## config.mk

```make
export PLATFORM = sky130hd
export DESIGN_NAME = arith4_engine_flat
export DESIGN_NICKNAME = d
export VERILOG_FILES = /design/src/rtl/arith4_engine_if.sv /design/src/rtl/arith4_engine.sv /design/src/flat_wrapper.sv
export SDC_FILE = /design/constraint.sdc
export NUM_CORES = 1
export LEC_CHECK = 0
export ABC_AREA = 1
export BUFFER_PORTS_ARGS = -buffer_cell sky130_fd_sc_hd__buf_2
export CAP_MARGIN = 0
export CORE_MARGIN = 4
export CORE_UTILIZATION = 45
export DETAILED_ROUTE_END_ITERATION = 8
export PLACE_DENSITY = 0.63
export SLEW_MARGIN = 20
export SYNTH_ARGS = -nofsm -noshare
export SYNTH_HDL_FRONTEND = slang
export SYNTH_SLANG_ARGS = --single-unit
```

## constraint.sdc

```tcl
create_clock -name iClk -period 4.3 [get_ports iClk]
set_clock_uncertainty 0.05 [all_clocks]
set_input_delay 0.43 -clock iClk [delete_from_list [all_inputs] [get_ports iClk]]
set_output_delay 0.43 -clock iClk [all_outputs]
set_load 0.005 [all_outputs]
```

## src/rtl/arith4_engine_if.sv

```systemverilog
// arith4_engine_if
//   Bundles the bus-side signals of the four-operand compute core.
//   Signals:
//     iControl  4   [0]=start level, [3:1]=opcode
//     iA..iD    DW  operands
//     oResult   DW  result of the last completed operation
//     oStatus   2   [0]=busy, [1]=done
//   Modports:
//     master  drives control/operands, reads result/status (register slave side)
//     slave   the compute core itself
interface arith4_engine_if #(
  parameter int DW = 32
);
  logic [3:0]    iControl;
  logic [DW-1:0] iA;
  logic [DW-1:0] iB;
  logic [DW-1:0] iC;
  logic [DW-1:0] iD;
  logic [DW-1:0] oResult;
  logic [1:0]    oStatus;

  modport master (
    output iControl, iA, iB, iC, iD,
    input  oResult, oStatus
  );

  modport slave (
    input  iControl, iA, iB, iC, iD,
    output oResult, oStatus
  );
endinterface

```

## src/rtl/arith4_engine.sv

```systemverilog
// arith4_engine
//   Compute core behind the four-operand register slave. A rising edge on
//   the start bit launches one operation on operands A..D: add-type ops
//   finish in one clock, multiplies run a radix-2 shift-add loop, one
//   multiplier bit per clock (DW clocks for A*B, 2*DW for A*B+C*D).
//   Opcodes: 000 A+B+C+D, 001 A+B-C-D, 010 A*B, 011 A*B+C*D,
//            100 unsigned max, others -> 0. All results are mod 2^DW.
//   Ports:
//     iClk      clock, posedge
//     iReset_n  asynchronous active-low reset
//     bus       slave modport of arith4_engine_if (control, operands,
//               registered result and {done, busy} status)
module arith4_engine #(
  parameter int DW = 32
) (
  input  logic            iClk,
  input  logic            iReset_n,
  arith4_engine_if.slave  bus
);

  localparam int CW = $clog2(DW);
  localparam logic [CW-1:0] LAST_CNT = CW'(DW - 1);

  typedef enum logic [2:0] {
    IDLE,
    ADD,
    MUL1,
    MUL2,
    DONE
  } state_t;

  state_t        state_q;
  logic          start_q;
  logic [2:0]    op_q;
  logic [DW-1:0] a_q, b_q, c_q, d_q;
  logic [DW-1:0] acc_q, mcand_q, mplier_q;
  logic [CW-1:0] cnt_q;
  logic [DW-1:0] result_q;
  logic          busy_q, done_q;

  logic          startPulse;
  logic [DW-1:0] acc_d;
  logic [DW-1:0] addResult_d;
  logic [DW-1:0] maxAB, maxCD;

  // Start is level-driven from the bus; only its rising edge launches an op.
  assign startPulse = bus.iControl[0] & ~start_q;

  // One shift-add step: add the shifted multiplicand when the current
  // multiplier LSB is set.
  assign acc_d = acc_q + (mplier_q[0] ? mcand_q : '0);

  // Single-cycle add-type results from the latched operands.
  always_comb begin
    maxAB       = (a_q > b_q) ? a_q : b_q;
    maxCD       = (c_q > d_q) ? c_q : d_q;
    addResult_d = '0;
    case (op_q)
      3'b000:  addResult_d = a_q + b_q + c_q + d_q;
      3'b001:  addResult_d = a_q + b_q - c_q - d_q;
      3'b100:  addResult_d = (maxAB > maxCD) ? maxAB : maxCD;
      default: addResult_d = '0;
    endcase
  end

  // Control FSM and datapath. Starts are only accepted in IDLE/DONE, so a
  // re-armed start during a running op is dropped (start_q still tracks it).
  // For A*B+C*D the accumulator is kept across the two multiply passes.
  always_ff @(posedge iClk or negedge iReset_n) begin
    if (!iReset_n) begin
      state_q  <= IDLE;
      start_q  <= 1'b0;
      op_q     <= '0;
      a_q      <= '0;
      b_q      <= '0;
      c_q      <= '0;
      d_q      <= '0;
      acc_q    <= '0;
      mcand_q  <= '0;
      mplier_q <= '0;
      cnt_q    <= '0;
      result_q <= '0;
      busy_q   <= 1'b0;
      done_q   <= 1'b0;
    end else begin
      start_q <= bus.iControl[0];
      case (state_q)
        IDLE, DONE: begin
          if (startPulse) begin
            op_q     <= bus.iControl[3:1];
            a_q      <= bus.iA;
            b_q      <= bus.iB;
            c_q      <= bus.iC;
            d_q      <= bus.iD;
            mcand_q  <= bus.iA;
            mplier_q <= bus.iB;
            acc_q    <= '0;
            cnt_q    <= '0;
            busy_q   <= 1'b1;
            done_q   <= 1'b0;
            if (bus.iControl[3:1] == 3'b010 || bus.iControl[3:1] == 3'b011)
              state_q <= MUL1;
            else
              state_q <= ADD;
          end
        end
        ADD: begin
          result_q <= addResult_d;
          busy_q   <= 1'b0;
          done_q   <= 1'b1;
          state_q  <= DONE;
        end
        MUL1, MUL2: begin
          acc_q    <= acc_d;
          mcand_q  <= mcand_q << 1;
          mplier_q <= mplier_q >> 1;
          cnt_q    <= cnt_q + CW'(1);
          if (cnt_q == LAST_CNT) begin
            if (state_q == MUL1 && op_q == 3'b011) begin
              mcand_q  <= c_q;
              mplier_q <= d_q;
              cnt_q    <= '0;
              state_q  <= MUL2;
            end else begin
              result_q <= acc_d;
              busy_q   <= 1'b0;
              done_q   <= 1'b1;
              state_q  <= DONE;
            end
          end
        end
        default: state_q <= IDLE;
      endcase
    end
  end

  assign bus.oResult = result_q;
  assign bus.oStatus = {done_q, busy_q};

endmodule

```

## src/flat_wrapper.sv

```systemverilog
// flat-port wrapper written by rule: the top's interface ports become plain ports
module arith4_engine_flat 
#(
  parameter int DW = 32
)
  (iClk, iReset_n, bus_iControl, bus_iA, bus_iB, bus_iC, bus_iD, bus_oResult, bus_oStatus);
  arith4_engine_if #(.DW(DW)) bus_i ();
  input  logic iClk;
  input  logic iReset_n;
  input wire logic [$bits(bus_i.iControl)-1:0] bus_iControl;
  input wire logic [$bits(bus_i.iA)-1:0] bus_iA;
  input wire logic [$bits(bus_i.iB)-1:0] bus_iB;
  input wire logic [$bits(bus_i.iC)-1:0] bus_iC;
  input wire logic [$bits(bus_i.iD)-1:0] bus_iD;
  output wire logic [$bits(bus_i.oResult)-1:0] bus_oResult;
  output wire logic [$bits(bus_i.oStatus)-1:0] bus_oStatus;
  assign bus_i.iControl = bus_iControl;
  assign bus_i.iA = bus_iA;
  assign bus_i.iB = bus_iB;
  assign bus_i.iC = bus_iC;
  assign bus_i.iD = bus_iD;
  assign bus_oResult = bus_i.oResult;
  assign bus_oStatus = bus_i.oStatus;
  arith4_engine #(.DW(DW)) u_core (.iClk(iClk), .iReset_n(iReset_n), .bus(bus_i));
endmodule
```

==> key figures, run 1 <==
Run status
  – Run status: finished with violations
  – Failing checks: setup timing

Global routing
  – Vias in the first global route: 26985
  – Largest net degree at the start of global routing: 116
  – Grt peak-use layer: met2
  – First-pass GRT wire length: 158000 um
  – GRT overflow: 0
  – Met3 Use GR: 5.39%
  – Gr usage total: 34.7%
  – Met2 GRT Util: a little over half
  – Initial antenna violation count: 5
  – Met1 global-route usage: 49.0%

Worst setup path
  – Most frequent CP cell: buf_4
  – Worst Path Arrival: 5.00 ns
  – Worst R2R End: u_core.bus.oResult[21]
  – CP required: 4.74 ns
  – Crit path launch type: flip-flop
  – Crit path kind: reg -> reg
  – Buf+Inv Stages, Crit Path: 9
  – R2R depth: 29
  – Setup crit end kind: flip-flop
  – CP max FO: 4
  – RR Startpoint: u_core.b_q[12]
  – Critical path's slowest cell: fa_1
  – Setup slack, reg-to-reg: -0.26 ns
  – Slowest stage delay, CP: 0.49 ns
  – Top delay family on crit path: simple AND/OR/NAND/NOR gates

Clock tree
  – Clk Latency, worst-skew pair: 0.58 ns
  – CTS tree: yes
  – CTS buffer count: 35
  – CTS clk-pin slew, worst paths: 0.07 ns
  – # clock sinks: between 200 and 300
  – CTS root buf: clkbuf_16
  – Clock H-tree levels: 2
  – Clk buf depth: 3

Synth
  – Synth warn: 0
  – Post-synth top area share: 27.0%
  – Post-synth top flop: dfrtp_1
  – Register area share after synthesis: 27.0%
  – Post-synthesis async set-or-reset flop share: between 90% and 100%
  – Synth area leaders: dfrtp_1, ha_1, nand2_1
  – Synth Instances: 3537
  – Cell Area, Synth: 25000 um^2
  – Largest area contributor in the netlist: dfrtp_1
  – Post-synth EDFFs: 0
  – Yosys reg bits: 270
  – Syn Area/Cell: 7.07 um^2
  – Synth cell types: 55
  – Synthesized net count: about 4000

Timing
  – Sum Neg Setup Slack: -5.92 ns
  – Final setup viols: 32
  – RSZ-0062 raised after global routing: yes
  – Minimum clock period after layout: 4.56 ns
  – Slew Viols, Final: 0
  – Highest clock rate: 219 MHz
  – Final Hold Fails: 0
  – Final setup margin: -0.260 ns
  – Worst Tran Pin Value: around 1 ns
  – Relative slew slack: 31.6%
  – Period utilisation layout: 106%

Drt
  – Vias: 28320
  – ANT nets after route: 0
  – Pre-Repair DR Iteration Count: 6
  – DR iter-0 viols: approximately 2500
  – Routed WL: between 100000 and 150000 um
  – DRC Markers: 0
  – DR vias/cell: 5.40
  – Routed WL per cell: about 21 um

Layout
  – Nets: 4921
  – Filler instances: 4746
  – Layout cells sized above 1: 39.8%
  – Area grow syn2layout: 51.6%

Floorplanning
  – Core Area: about 55000 um^2
  – Initial core utilization: 45.4%
  – Row count: 86
  – Chip width: between 200 and 250 um
  – Die Span Y: between 200 and 250 um
  – I/O Pins: 168
  – Die area: 59400 um^2

Placed design
  – GPL Wtd Cong: about 0.99
  – Final HPWL DP: 83500 um
  – # port buffers: 167
  – Pre-CTS setup slack: -0.746 ns

Hold path
  – Hold wc startpoint: bus_iC[31]
  – Hold Crit Endpoint: u_core.c_q[31]
  – Hold path depth: 3
  – Hold WC Path Type: in -> reg

Run
  – Max-cap violations: 0
## layout by cell type (no fill, tap or decap), drive strengths merged, types with 2 or more instances in the layout
cell type | synthesis | final
nand2 | 802 | 807
dlygate4sd3 | 0 | 10
a21oi | 339 | 339
a32o | 2 | 2
a21o | 20 | 20
bufinv | 0 | 3
o221ai | 6 | 6
clkbuf | 61 | 51
nor4 | 7 | 7
xnor2 | 13 | 13
xor2 | 27 | 27
or2 | 14 | 14
nand3b | 6 | 6
diode | 0 | 2
nand4 | 26 | 26
buf | 47 | 988
nand3 | 161 | 161
a21boi | 12 | 12
dfrtp | 270 | 270
ha | 251 | 251
nor2 | 251 | 251
o21ai | 372 | 372
a31oi | 16 | 16
o211ai | 83 | 83
o22ai | 13 | 13
nor3 | 33 | 33
o21bai | 27 | 27
and2 | 5 | 5
inv | 581 | 580
clkinv | 0 | 11
fa | 65 | 65
o21a | 16 | 16
## cells by family after synthesis
| group | count (synthesis) | share of synthesized area [%] |
|---|---|---|
| and+or+nand+nor | 1308 | 21.8 |
| AOI/OAI and AO/OA | 914 | 21.3 |
| buffers and inverters | 689 | 10.8 |
| adders and majority gates | 316 | 17.8 |
| DFF | 270 | 27.0 |
| xor gates and xnor gates | 40 | 1.40 |
## worst reg2reg max path, delay by kind of cell (launching register included)
| family | cells | cell delay [ns] |
|---|---|---|
| AOI/OAI and AO/OA | 3 | 0.48 |
| adders and majority gates | 3 | 0.96 |
| DFF | 1 | 0.39 |
| and+or+nand+nor | 13 | 1.41 |
| xor gates and xnor gates | 1 | 0.14 |
| buffers and inverters | 9 | 1.04 |
## through the flow
stage	instance area (um^2)	instances	hold WS, ns	utilization (%)
6_report	37900	5247	0.0301	68.8
5_1_grt	37900	5246	0.0171	68.8
4_1_cts	35600	5197	0.00233	64.5
3_5_place_dp	31900	5074	0.421	57.9
3_3_place_gp	31900	5074	0.413	57.9
2_1_floorplan	25000	3537	0.0844	-
## how the worst max path moves through the flow
stage                         startpoint                endpoint  slack [ns]  cells after the start
final                     u_core.b_q[12]  u_core.bus.oResult[21]       -0.26                     29
after global routing       u_core.a_q[7]  u_core.bus.oResult[21]       -0.41                     28
after CTS                 u_core.b_q[15]  u_core.bus.oResult[30]       -0.22                     27
after detailed placement   u_core.b_q[0]  u_core.bus.oResult[24]       -0.75                     28
after global placement     u_core.b_q[0]  u_core.bus.oResult[24]       -0.73                     28
after floorplan            u_core.b_q[0]  u_core.bus.oResult[24]        0.16                     25
## layout make-up
type / instances / area [um^2] / area share (%)
clock buffer: 49 / 998 / 2.63
clock inverter: 14 / 181 / 0.478
tap: 748 / 936 / 2.47
timing repair buffer: 1000 / 7660 / 20.2
sequential: 270 / 6760 / 17.8
inverter: 581 / 2210 / 5.82
multi-input combinational: 2583 / 19200 / 50.6
antenna: 2 / 5.00 / 0.0132
## registers in the layout, summed over array words and instances, names as in the netlist
register and count:
u_core.acc_q 32, u_core.state_q 3, u_core.busy_q 1, u_core.d_q 32, u_core.c_q 32, u_core.op_q 3, u_core.bus.oResult 32, u_core.b_q 32
u_core.mcand_q 32, u_core.done_q 1, u_core.mplier_q 32, u_core.cnt_q 5, u_core.a_q 32, u_core.start_q 1
## Yosys cell counts, drive strengths merged, types with 2 or more instances
master	n
buf	47
nand3	161
o21bai	27
nand3b	6
nand4	26
ha	251
nor3	33
o22ai	13
nand2	802
a31oi	16
dfrtp	270
nor4	7
nor2	251
fa	65
a32o	2
a21oi	339
or2	14
a21boi	12
and2	5
xnor2	13
o211ai	83
a21o	20
xor2	27
o21a	16
clkbuf	61
inv	581
o221ai	6
o21ai	372
## metal layers
| metal | routed length (um) | part of all wire (%) |
|---|---|---|
| met1 | 47100 | 43 |
| met2 | 48900 | 45 |
| met3 | 8810 | 8.1 |
| met4 | 4330 | 4.0 |
| met5 | 8 | 0.0073 |
## repair_timing
action / in CTS / in global routing
gates cloned: 8 / 2
gates resized for setup: 476 / 478
hold buffers: 10 / 0
pin swaps: 91 / 174
setup endpoints to repair: 32 / 32
buffers inserted: 45 / 49
endpoints found under the hold margin: 119 / 0
Power of run 1 is not shown: default switching activity piles up to over one toggle a cycle in this logic, so the estimate is an artifact.
==> run 2: changes to the inputs <==
--- a/config.mk
+++ b/config.mk
@@ -6,12 +6,13 @@
 export NUM_CORES = 1
 export LEC_CHECK = 0
 export ABC_AREA = 1
+export ABC_CLOCK_PERIOD_IN_PS = 4300
 export BUFFER_PORTS_ARGS = -buffer_cell sky130_fd_sc_hd__buf_2
 export CAP_MARGIN = 0
 export CORE_MARGIN = 4
-export CORE_UTILIZATION = 45
+export CORE_UTILIZATION = 50
 export DETAILED_ROUTE_END_ITERATION = 8
-export PLACE_DENSITY = 0.63
+export PLACE_DENSITY = 0.69
 export SLEW_MARGIN = 20
 export SYNTH_ARGS = -nofsm -noshare
 export SYNTH_HDL_FRONTEND = slang
==> key figures, run 2 (synthesis gave the netlist of run 1 again) <==
Worst setup path
  – Crit path kind: reg -> reg
  – Top delay family on crit path: simple AND/OR/NAND/NOR gates
  – CP Launch Point: u_core.a_q[15]
  – Buf+Inv Stages, Crit Path: 8
  – Slowest stage delay, CP: ~0.47 ns
  – CP max FO: 4
  – CP required: approximately 4.7 ns
  – Most frequent CP cell: buf_6
  – RR Startpoint: u_core.a_q[15]
  – Critical path's slowest cell: fa_1
  – Worst Path Arrival: approximately 5 ns
  – Crit path launch type: flip-flop
  – Setup crit end kind: flip-flop

Clock tree
  – CTS clk-pin slew, worst paths: 0.07 ns
  – # clock sinks: 270
  – Clock H-tree levels: 2
  – Clk Latency, worst-skew pair: 0.58 ns
  – CTS buffer count: 35
  – CTS root buf: clkbuf_16
  – CTS tree: yes
  – Clk buf depth: 3

Layout
  – N_diodes: 0
  – Nets: 4822
  – Filler instances: approximately 3700
  – Area grow syn2layout: 45.1%
  – Finished Core Util: 73.8%
  – Commonest non-fill, non-tap cell in the layout: nand2_1
  – Most frequent cells in the layout: nand2_1, buf_4, inv_1
  – Layout cells sized above 1: 35.7%

Drt
  – Vias: 28305
  – Routed WL per cell: 20.5 um
  – Routed WL: 104000 um
  – DRC Markers: 0
  – ANT nets after route: 0
  – DR iter-0 viols: about 2600
  – DR vias/cell: 5.59
  – Pre-Repair DR Iteration Count: 6

Hold path
  – Hold WC Path Type: in -> reg
  – Hold wc startpoint: bus_iC[18]

Global routing
  – Vias in the first global route: 27519
  – Gr usage total: 36.9%
  – Largest net degree at the start of global routing: 134
  – Initial antenna violation count: 5
  – First-pass GRT wire length: ~150000 um
  – GRT overflow: 0

Run
  – Max-cap violations: 0

Placed design
  – Final HPWL DP: 78700 um
  – Pre-CTS setup slack: -0.675 ns
  – # port buffers: 167
  – GPL Wtd Cong: 1.06

Timing
  – Period utilisation layout: 107%
  – Worst Tran Pin Value: roughly 1.1 ns
  – RSZ-0062 raised after global routing: yes
  – Final setup margin: -0.283 ns
  – Slew Viols, Final: 0
  – Relative slew slack: 26.6%
  – Final Hold Fails: 0
  – Highest clock rate: 218 MHz
  – Minimum clock period after layout: 4.58 ns
  – Final setup viols: 25

Floorplanning
  – Chip width: 232 um
  – Initial core utilization: 50.9%
  – Die Span Y: 232 um
  – I/O Pins: 168
  – Core Area: 49200 um^2
  – Die area: 53700 um^2
  – Row count: 81

Run status
  – Run status: finished with violations
  – Failing checks: setup timing
==> run 2: cell count changes in the layout (fill, tap and decap cells not counted), sizes merged <==
cell	delta
inv	+1
dlygate4sd3	-3
clkinv	-1
clkbuf	-2
bufinv	+1
diode	-2
buf	-94
nand2	-4
==> run 2: layout make-up <==
| cell class | instances | area (um^2) | area share, % |
|---|---|---|---|
| Clock buffer | 45 | 953 | 2.63 |
| Sequential cell | 270 | 6760 | 18.6 |
| Clock inverter | 15 | 200 | 0.552 |
| Tap cell | 664 | 831 | 2.29 |
| Inverter | 581 | 2190 | 6.04 |
| Timing Repair Buffer | 905 | 6820 | 18.8 |
| Multi-Input combinational cell | 2579 | 18500 | 51.1 |
==> run 2: through the flow <==
stage               cells  instance area (um^2)  setup TNS [ns]  hold WS [ns]
floorplan            3537                 25000               0        0.0844
global placement     4935                 31400          -12.33         0.408
detailed placement   4935                 31400          -14.38         0.413
CTS                  5024                 34800           -1.62      0.000290
global route         5059                 36300           -9.05        0.0221
finish               5059                 36300           -3.48        0.0180
==> run 2: final timing paths <==
kind | endpoint | slack, ns | depth (start not counted)
worst max-delay path | u_core.bus.oResult[24] | -0.28 | 27
worst min-delay path | u_core.c_q[18] | 0.02 | 3
worst max register to register | u_core.bus.oResult[24] | -0.28 | 27
worst min register to register | u_core.acc_q[6] | 0.42 | 2
max in group asynchronous | u_core.d_q[25] | 2.70 | 3
min in group asynchronous | u_core.bus.oResult[5] | 0.44 | 2
==> run 2: timing repair <==
item,4_1_cts,5_1_grt
hold buffers,7,0
resized for setup,453,286
hold endpoints to repair,108,0
cloned,0,5
setup buffers,29,34
pin swaps,131,125
endpoints found under the setup margin,32,32
==> run 2: per-layer routing <==
metal / up-vias / wire [um] / share of wire, % / global-route usage (%)
li1: 13194 / - / - / -
met1: 13403 / 42400 / 41 / 50.9
met2: 1411 / 45400 / 44 / 57.1
met3: 293 / 11000 / 11 / 7.85
met4: 4 / 5030 / 4.8 / 14.2
met5: - / 29 / 0.028 / 0
==> run 2: tightest hold or removal path, cell delays in order <==
cell	delay, ns
buf_2	0.08
nand2_1	0.04
o21ai_0	0.06
Power of run 2 is left out for the same reason.
